### src/rtl/eth_pkg.sv
// eth_pkg: shared types and default frame/link constants for the Ethernet video path
package eth_pkg;
  typedef enum logic [2:0] {IDLE, HDR_HI, HDR_LO, PAYLOAD, GAP} feeder_state_t;
  localparam int HDR_BYTES      = 2;
  localparam int BYTE_CYCLES    = 4;
  localparam int FRAME_WIDTH    = 320;
  localparam int FRAME_HEIGHT   = 240;
  localparam int FRAME_PIXELS   = FRAME_WIDTH * FRAME_HEIGHT;
  localparam int PIXELS_PER_PKT = 1280;
  localparam int RD_LATENCY     = 2;
  localparam int IPG_CYCLES     = 96;
endpackage

### src/rtl/eth_pixel_feeder.sv
// eth_pixel_feeder: streams a stored frame as indexed, paced packets into the Ethernet packer
module eth_pixel_feeder #(
  parameter int FRAME_PIXELS   = eth_pkg::FRAME_PIXELS,
  parameter int PIXELS_PER_PKT = eth_pkg::PIXELS_PER_PKT,
  parameter int BYTE_CYCLES    = eth_pkg::BYTE_CYCLES,
  parameter int RD_LATENCY     = eth_pkg::RD_LATENCY,
  parameter int IPG_CYCLES     = eth_pkg::IPG_CYCLES
) (
  input  logic                            clk,
  input  logic                            rst,
  input  logic                            start_frame,
  output logic [$clog2(FRAME_PIXELS)-1:0] rd_addr,
  input  logic [7:0]                      rd_data,
  output logic                            axiov,
  output logic [7:0]                      pixel,
  output logic                            busy,
  output logic                            frame_done
);
  import eth_pkg::*;
  localparam int AW = $clog2(FRAME_PIXELS);
  localparam int PW = $clog2(FRAME_PIXELS + 1);
  localparam int SW = $clog2(BYTE_CYCLES);
  localparam int GW = $clog2(IPG_CYCLES + 1);
  localparam int CW = $clog2(PIXELS_PER_PKT + 1);
  localparam logic [SW-1:0] SLOT_LAST = SW'(BYTE_CYCLES - 1);
  localparam logic [SW-1:0] SLOT_CAP  = SW'(RD_LATENCY);
  localparam logic [GW-1:0] GAP_LAST  = GW'(IPG_CYCLES - 1);
  localparam logic [PW-1:0] PIX_END   = PW'(FRAME_PIXELS);
  localparam logic [CW-1:0] ONE       = CW'(1);
  localparam logic [CW-1:0] TWO       = CW'(2);

  feeder_state_t   state;
  logic [SW-1:0]   slot;
  logic [GW-1:0]   gap_cnt;
  logic [CW-1:0]   pay_cnt;
  logic [PW-1:0]   pix_addr;
  logic [15:0]     pkt_idx;
  logic [15:0]     pkt_next;
  logic [7:0]      hold;
  logic [7:0]      fetched;
  logic [31:0]     remaining;
  logic [CW-1:0]   pkt_len;
  logic            slot_end;

  // Next payload byte comes straight from the BRAM when its capture clock is the slot's last clock
  always_comb begin
    slot_end  = slot == SLOT_LAST;
    fetched   = (slot == SLOT_CAP) ? rd_data : hold;
    remaining = 32'(PIX_END - pix_addr);
    pkt_len   = (remaining < 32'(PIXELS_PER_PKT)) ? CW'(remaining) : CW'(PIXELS_PER_PKT);
    pkt_next  = pkt_idx + 16'd1;
  end

  // Packet sequencer: header bytes, prefetched payload one slot ahead, then the idle gap
  always_ff @(posedge clk or negedge rst) begin
    if (!rst) begin
      state      <= IDLE;
      slot       <= '0;
      gap_cnt    <= '0;
      pay_cnt    <= '0;
      pix_addr   <= '0;
      pkt_idx    <= '0;
      hold       <= '0;
      rd_addr    <= '0;
      axiov      <= 1'b0;
      pixel      <= '0;
      busy       <= 1'b0;
      frame_done <= 1'b0;
    end else begin
      frame_done <= 1'b0;
      slot       <= slot_end ? '0 : slot + 1'b1;
      if (slot == SLOT_CAP) hold <= rd_data;
      case (state)
        IDLE: if (start_frame && !frame_done) begin
          state    <= HDR_HI;
          busy     <= 1'b1;
          axiov    <= 1'b1;
          pixel    <= '0;
          pkt_idx  <= '0;
          pix_addr <= '0;
          slot     <= '0;
        end
        HDR_HI: if (slot_end) begin
          state    <= HDR_LO;
          pixel    <= pkt_idx[7:0];
          pay_cnt  <= pkt_len;
          rd_addr  <= AW'(pix_addr);
          pix_addr <= pix_addr + 1'b1;
        end
        HDR_LO: if (slot_end) begin
          state <= PAYLOAD;
          pixel <= fetched;
          if (pay_cnt > ONE) begin
            rd_addr  <= AW'(pix_addr);
            pix_addr <= pix_addr + 1'b1;
          end
        end
        PAYLOAD: if (slot_end) begin
          if (pay_cnt > ONE) begin
            pixel   <= fetched;
            pay_cnt <= pay_cnt - 1'b1;
            if (pay_cnt > TWO) begin
              rd_addr  <= AW'(pix_addr);
              pix_addr <= pix_addr + 1'b1;
            end
          end else begin
            state   <= GAP;
            axiov   <= 1'b0;
            pixel   <= '0;
            gap_cnt <= '0;
          end
        end
        GAP: if (gap_cnt == GAP_LAST) begin
          pkt_idx <= pkt_next;
          if (pix_addr == PIX_END) begin
            state      <= IDLE;
            busy       <= 1'b0;
            frame_done <= 1'b1;
          end else begin
            state <= HDR_HI;
            axiov <= 1'b1;
            pixel <= pkt_next[15:8];
            slot  <= '0;
          end
        end else begin
          gap_cnt <= gap_cnt + 1'b1;
        end
        default: state <= IDLE;
      endcase
    end
  end
endmodule

### config.mk
export PLATFORM = sky130hd
export DESIGN_NAME = eth_pixel_feeder
export DESIGN_NICKNAME = d
export VERILOG_FILES = /design/src/rtl/eth_pkg.sv /design/src/rtl/eth_pixel_feeder.sv
export SDC_FILE = /design/constraint.sdc
export NUM_CORES = 1
export LEC_CHECK = 0
export ABC_AREA = 1
export CAP_MARGIN = 30
export CORE_ASPECT_RATIO = 0.9
export CORE_MARGIN = 2
export CORE_UTILIZATION = 40
export CTS_BUF_LIST = sky130_fd_sc_hd__clkbuf_4 sky130_fd_sc_hd__clkbuf_8
export DETAILED_ROUTE_END_ITERATION = 8
export GPL_TIMING_DRIVEN = 0
export PLACE_DENSITY = 0.6
export SYNTH_ARGS = -nofsm -noshare
export SYNTH_HDL_FRONTEND = slang
export SYNTH_SLANG_ARGS = --single-unit
### constraint.sdc
create_clock -name clk -period 5.6 [get_ports clk]
set_clock_uncertainty 0.15 [all_clocks]
set_input_delay 1.4 -clock clk [delete_from_list [all_inputs] [get_ports clk]]
set_output_delay 1.4 -clock clk [all_outputs]
set_load 0.02 [all_outputs]
==> impl_metrics.json, run 1 <==
{
  "status": "finished, final reports clean",
  "highest_layer": "met4",
  "wl_um": 13800,
  "root_buffer": "clkbuf_8",
  "diodes": 0,
  "final-max-slew-violation-count": 0,
  "seq_area_frac_synth_pct": 42.7,
  "die_y_um": 114,
  "grt_pass1_wl_um": 22900,
  "clock_path_buffers": 2,
  "clkSinkCount": 92,
  "ir_drop_uv": 335,
  "drive_above_1_share_pct": 7.01,
  "wl_met2_um": 5700,
  "cp_cell_sequence": "clkdlybuf4s50_1 > inv_1 > o21ai_1 > nand2_1 > nor2_2 > inv_1 > clkbuf_1 > buf_2 > nand2_1 > o21ai_0",
  "power_density_nw_per_um2": 473,
  "hpwl_um": 10400,
  "cp.required_ns": 5.70,
  "avgRoutedWirePerCell_um": 14.3,
  "routed-via-count": 4992,
  "reg2reg_depth": 12,
  "utilization_pct": 46.8,
  "synth_top_area_cell": "dfrtp_1",
  "postCtsSetupRepairBufs": 0,
  "final_hold_viol_count": 0,
  "p_leak_nw": 2.96,
  "wl_met3_um": 800,
  "synth_cell_type_count": 40,
  "nets": 814,
  "cp_slowest_cell": "clkdlybuf4s50_1",
  "ios": 39,
  "io_buffers": 38,
  "grt-ovfl-total": 0,
  "cp_max_fo": 10,
  "synth-edff-count": 0,
  "rows": 40,
  "nFillCells": 1328,
  "cts_tree": "built",
  "synth-seq-cells": 92,
  "r2r-start": "gap_cnt[1]",
  "synthTopCellsByCount": "nand2_1, nor2_1, dfrtp_1",
  "rsz0062_at_grt": "false",
  "max_freq_mhz": 314,
  "cts_made_buffers": 9,
  "fin_tns_setup_ns": 0,
  "drt_iter0_drc": 441,
  "r2r-end": "pkt_idx[15]",
  "min-delay-start": "slot[0]",
  "worstSkewPairLatency_ns": 0.39,
  "cp-start-kind": "input port",
  "yosysMostFrequentCell": "nand2_1",
  "dieArea_sq_um": 14400,
  "slowest_delay_ns": 0.45,
  "period_share_pct": 56.9,
  "grt_pass1_vias": 4557,
  "dieWidth_um": 126,
  "relSlewSlack_pct": 64.4,
  "syn_nets": 764,
  "grt_start_max_net_pins": 64,
  "firstDrtPassIters": 5,
  "cts_hold_buf": 0,
  "avgSynthCellArea_sq_um": 7.24,
  "postSynthCellCount": 744,
  "crit_type": "input port to flop",
  "whs_endpoint": "slot[0]",
  "drt-met1-wl_um": 7030,
  "finalInstanceArea_sq_um": 6210,
  "floorplan.initialDensity_pct": 40.6,
  "min_path_type": "flop to flop",
  "antenna_found_initial": 0,
  "route.detailed.drc": 0,
  "crit_arrival_ns": 3.29,
  "gp_congestion": 0.974,
  "clkTransAtPathRegs_ns": 0.09,
  "grt_usage_pct": 19.9,
  "yosysWarningCount": 0,
  "synth_ff_type": "dfrtp_1",
  "cap_violations": 0,
  "setup_viol": 0,
  "ys_async_sr_fraction_pct": 100,
  "coreArea_sq_um": 13300,
  "endpoint_kind": "flop",
  "via_per_inst": 5.16,
  "yosys.area.top_type_share_pct": 42.7,
  "reg2reg_setup_slack_ns": 2.97,
  "h-tree-depth": 3,
  "hold_depth": 1,
  "area_growth_pct": 15.3,
  "worst_pin_slew_ns": 0.532,
  "cts.repair.resized": 0,
  "synthTopCellsByArea": "dfrtp_1, nand2_1, nor2_1",
  "synth_area_sq_um": 5390,
  "period_minus_slack_ns": 3.19,
  "drt.antenna.violating_nets": 0,
  "dpl_cell_area_sq_um": 6000
}
-- power breakdown --
group	internal [mW]	leakage (nW)	switching [mW]
logic	0.534	1.67	0.939
registers	0.860	1.19	0.124
clock network	0.223	0.105	0.263
-- final cells by class --
cell class	count	area, sq um	share of cell area (%)
multi-input cells	543	2650	42.7
flip-flops and latches	92	2300	37.1
repair buffers	39	405	6.52
inverters	89	334	5.38
well taps	168	210	3.38
clock buffers	10	138	2.22
plain buffers	20	100	1.61
clock inverters	6	71.3	1.15
-- metal layers --
layer / track usage (%) / up-vias
li1: - / 2508
met1: 30.4 / 2321
met2: 27.7 / 142
met3: 4.39 / 21
met4: 6.81 / 0
met5: 0 / -
-- state kept, by name (all words and copies together) (netlist names), 2 cells and up --
signal / flops
pixel: 8
hold: 8
pay_cnt: 11
state: 3
slot: 2
pkt_idx: 16
gap_cnt: 7
rd_addr: 17
pix_addr: 17
-- worst max-delay path: cells and delay by family --
family / cells / cell delay (ns)
AOI/OAI and AO/OA: 2 / 0.38
buffers and inverters: 5 / 1.11
and+or+nand+nor: 3 / 0.41
-- through the flow --
stage               instances  total power, mW  setup WS [ns]  hold slack, ns
floorplan                 744             1.98           2.91           0.293
global placement          950             2.44         -0.641           0.303
detailed placement        951             2.47           2.04           0.322
CTS                       967             2.96           2.47           0.334
global route              967             3.20           2.31           0.350
finish                    967             2.94           2.41           0.327
-- layout by cell type, fill, tap and decap left out, drive strengths merged, types with 2 or more instances in the layout --
master	n
nand4	14
nor3	15
nor4	5
or2	2
o21ai	38
clkdlybuf4s50	37
xor2	20
nand2	204
mux2	6
buf	16
o211ai	2
clkbuf	16
o31ai	5
inv	91
a31oi	5
ha	9
dfrtp	92
o21a	2
xnor2	3
a21oi	42
nor2	98
clkinv	2
nand3	65
-- cell families after synthesis --
logic type / synth area share, %
AND/OR/NAND/NOR: 31.8
buffers and inverters: 8.06
AO/OA/AOI/OAI: 10.2
flip-flops: 42.7
XOR/XNOR: 3.74
adder cells (fa/ha/maj): 2.09
multiplexers: 1.44
-- how the worst max path moves through the flow --
stage / from / end / slack (ns) / depth (start not counted)
3_3_place_gp: rst / gap_cnt[2] / -0.64 / 1
6_report: start_frame / pkt_idx[15] / 2.41 / 10
3_5_place_dp: start_frame / pkt_idx[12] / 2.04 / 10
5_1_grt: start_frame / pkt_idx[12] / 2.31 / 10
4_1_cts: start_frame / pkt_idx[15] / 2.47 / 10
2_1_floorplan: start_frame / rd_addr[14] / 2.91 / 8
Power figures use the tool's default switching activity.
==> run 2: changes to the inputs <==
==> constraint.sdc (replaced) <==
create_clock -name clk -period 3.15 [get_ports clk]
set_clock_uncertainty 0.15 [all_clocks]
set_input_delay 0.7875 -clock clk [delete_from_list [all_inputs] [get_ports clk]]
set_output_delay 0.7875 -clock clk [all_outputs]
set_load 0.02 [all_outputs]
==> results of run 2 <==
Same layout as run 1 (identical final DEF). Status: finished, final reports clean.
Among the figures that moved: setup slack after placement 2.04 ns -> 0.202 ns; clock-pin slew on the worst setup and hold paths 0.09 ns -> 0.10 ns; setup slack after layout 2.41 ns -> 0.521 ns; hold slack 0.327 ns -> 0.183 ns; start point of the critical path start_frame -> gap_cnt[1]; register-to-register setup slack 2.97 ns -> 0.52 ns; total power 2.94 mW -> 5.23 mW; worst IR drop on VDD 335 uV -> 596 uV
==> run 3: changes to the inputs <==
--- a/config.mk
+++ b/config.mk
@@ -13,7 +13,7 @@
 export CTS_BUF_LIST = sky130_fd_sc_hd__clkbuf_4 sky130_fd_sc_hd__clkbuf_8
 export DETAILED_ROUTE_END_ITERATION = 8
 export GPL_TIMING_DRIVEN = 0
-export PLACE_DENSITY = 0.6
+export PLACE_DENSITY = 0.62
 export SYNTH_ARGS = -nofsm -noshare
 export SYNTH_HDL_FRONTEND = slang
 export SYNTH_SLANG_ARGS = --single-unit
==> constraint.sdc (replaced) <==
create_clock -name clk -period 2.4 [get_ports clk]
set_clock_uncertainty 0.15 [all_clocks]
set_input_delay 0.6 -clock clk [delete_from_list [all_inputs] [get_ports clk]]
set_output_delay 0.6 -clock clk [all_outputs]
set_load 0.02 [all_outputs]
==> impl_metrics.json, run 3 (synthesis gave the netlist of run 1 again) <==
{
  "crit_family": "simple AND/OR/NAND/NOR gates",
  "clock_path_buffers": 2,
  "cp_max_fo": 6,
  "period_share_pct": 95.1,
  "gp_congestion": 0.904,
  "grt_pass1_wl_um": 24000,
  "routed-via-count": 5099,
  "grt_start_max_net_pins": 67,
  "max_freq_mhz": 438,
  "cts_made_buffers": 9,
  "hpwl_um": 10500,
  "reg_top3": "pix_addr x17, rd_addr x17, pkt_idx x16",
  "dieWidth_um": 126,
  "power_density_nw_per_um2": 1110,
  "cp.required_ns": 2.56,
  "dpl.cell_count": 951,
  "endpoint_kind": "flop",
  "p_leak_nw": 3.03,
  "die_y_um": 114,
  "final_common_cell": "nand2_1",
  "instances_no_fill": 976,
  "ir_drop_uv": 750,
  "ios": 39,
  "crit_buf_inv": 1,
  "rows": 40,
  "floorplan.initialDensity_pct": 40.6,
  "crit_type": "flop to flop",
  "worstSkewPairLatency_ns": 0.38,
  "avgRoutedWirePerCell_um": 14.7,
  "grt_usage_pct": 20.5,
  "cp_slowest_cell": "dfrtp_1",
  "wl_um": 14400,
  "drive_above_1_share_pct": 11.3,
  "clkTransAtPathRegs_ns": 0.10,
  "final_hold_viol_count": 0,
  "via_per_inst": 5.22,
  "final-max-slew-violation-count": 0,
  "grt-ovfl-total": 0,
  "io_buffers": 38,
  "cp-start-kind": "flop",
  "route.detailed.drc": 0,
  "cts_tree": "built",
  "relSlewSlack_pct": 61.9,
  "most-common-layout-cells": "nand2_1, dfrtp_1, nor2_1, inv_1, nand3_1",
  "root_buffer": "clkbuf_8",
  "diodes": 0,
  "coreArea_sq_um": 13300,
  "crit_arrival_ns": 2.44,
  "drt_iter0_drc": 520,
  "h-tree-depth": 3,
  "period_minus_slack_ns": 2.28,
  "clkSinkCount": 92,
  "dpl_cell_area_sq_um": 6000,
  "crit_path_frequent_cell": "nand2_1",
  "setup_viol": 0,
  "cp_cell_sequence": "nor2_1 > nand2_1 > nor2_4 > nand2_1 > nand2_1 > nand2_1 > nand2_1 > nand3_1 > nor2_2 > clkdlybuf4s15_2 > nand4_1 > a21oi_1",
  "antenna_found_initial": 0,
  "cap_violations": 0,
  "min_path_type": "flop to flop",
  "finalInstanceArea_sq_um": 6410,
  "slowest_delay_ns": 0.46,
  "worst_pin_slew_ns": 0.569,
  "status": "finished, final reports clean",
  "nets": 823,
  "dieArea_sq_um": 14400,
  "firstDrtPassIters": 5,
  "grt_pass1_vias": 4866,
  "drt.antenna.violating_nets": 0,
  "area_growth_pct": 18.9
}
run 3: area by class of cell:
type                       count  area, sq um
multi-input combinational    543         2740
sequential                    92         2300
tap                          168          210
clock inverter                 5         60.1
clock buffer                  11          145
fill                        1267         6860
inverter                      89          334
timing repair buffer          48          492
buffer                        20          120
run 3: worst reg2reg max path, cell delays in order, from the launching register on:
cell and delay (ns):
dfrtp_1 0.46, nor2_1 0.14, nand2_1 0.17, nor2_4 0.23, nand2_1 0.09, nand2_1 0.07, nand2_1 0.05, nand2_1 0.05
nand3_1 0.10, nor2_2 0.17, clkdlybuf4s15_2 0.26, nand4_1 0.12, a21oi_1 0.15
run 3: per-stage QoR:
stage | TNS (ns) | hold slack (ns) | total power, mW | setup slack, ns | utilization (%)
4_1_cts | 0 | 0.331 | 6.94 | 0.0131 | 47.2
6_report | 0 | 0.324 | 7.11 | 0.117 | 48.3
5_1_grt | -0.328 | 0.370 | 7.68 | -0.0505 | 48.3
2_1_floorplan | 0 | 0.154 | 4.62 | 0.375 | -
3_3_place_gp | -290.93 | 0.304 | 5.69 | -3.02 | 45.1
3_5_place_dp | -14.86 | 0.317 | 5.76 | -0.366 | 45.3
run 3: power by group:
group	leakage [nW]	internal (mW)	total, mW	switching [mW]
clock	0.103	0.526	1.11	0.584
sequential	1.19	2.01	2.29	0.286
combinational	1.74	1.41	3.71	2.30
total	3.03	3.94	7.11	3.17
run 3: final timing paths:
kind / slack [ns] / cells after the start / endpoint / startpoint
setup reg to reg: 0.12 / 12 / pay_cnt[7] / pix_addr[2]
hold / removal: 0.32 / 1 / slot[0] / slot[0]
setup / recovery: 0.12 / 12 / pay_cnt[7] / pix_addr[2]
hold reg to reg: 0.32 / 1 / slot[0] / slot[0]
min in group asynchronous: 0.54 / 2 / pix_addr[9] / rst
max in group asynchronous: 0.89 / 3 / pix_addr[0] / rst
run 3: routing by layer:
metal  track usage (%)  share of wire [%]
met2              30.5                 44
met4              6.01                1.3
met5                 0                  0
met3              3.55                4.7
met1              30.8                 50
run 3: timing repair:
action | CTS | global route
buffers inserted | 4 | 3
hold buffers | 1 | 0
endpoints found under the setup margin | 27 | 68
resized for setup | 4 | 40
hold endpoints to repair | 21 | 0
pin swaps | 1 | 2
gates cloned | 0 | 1
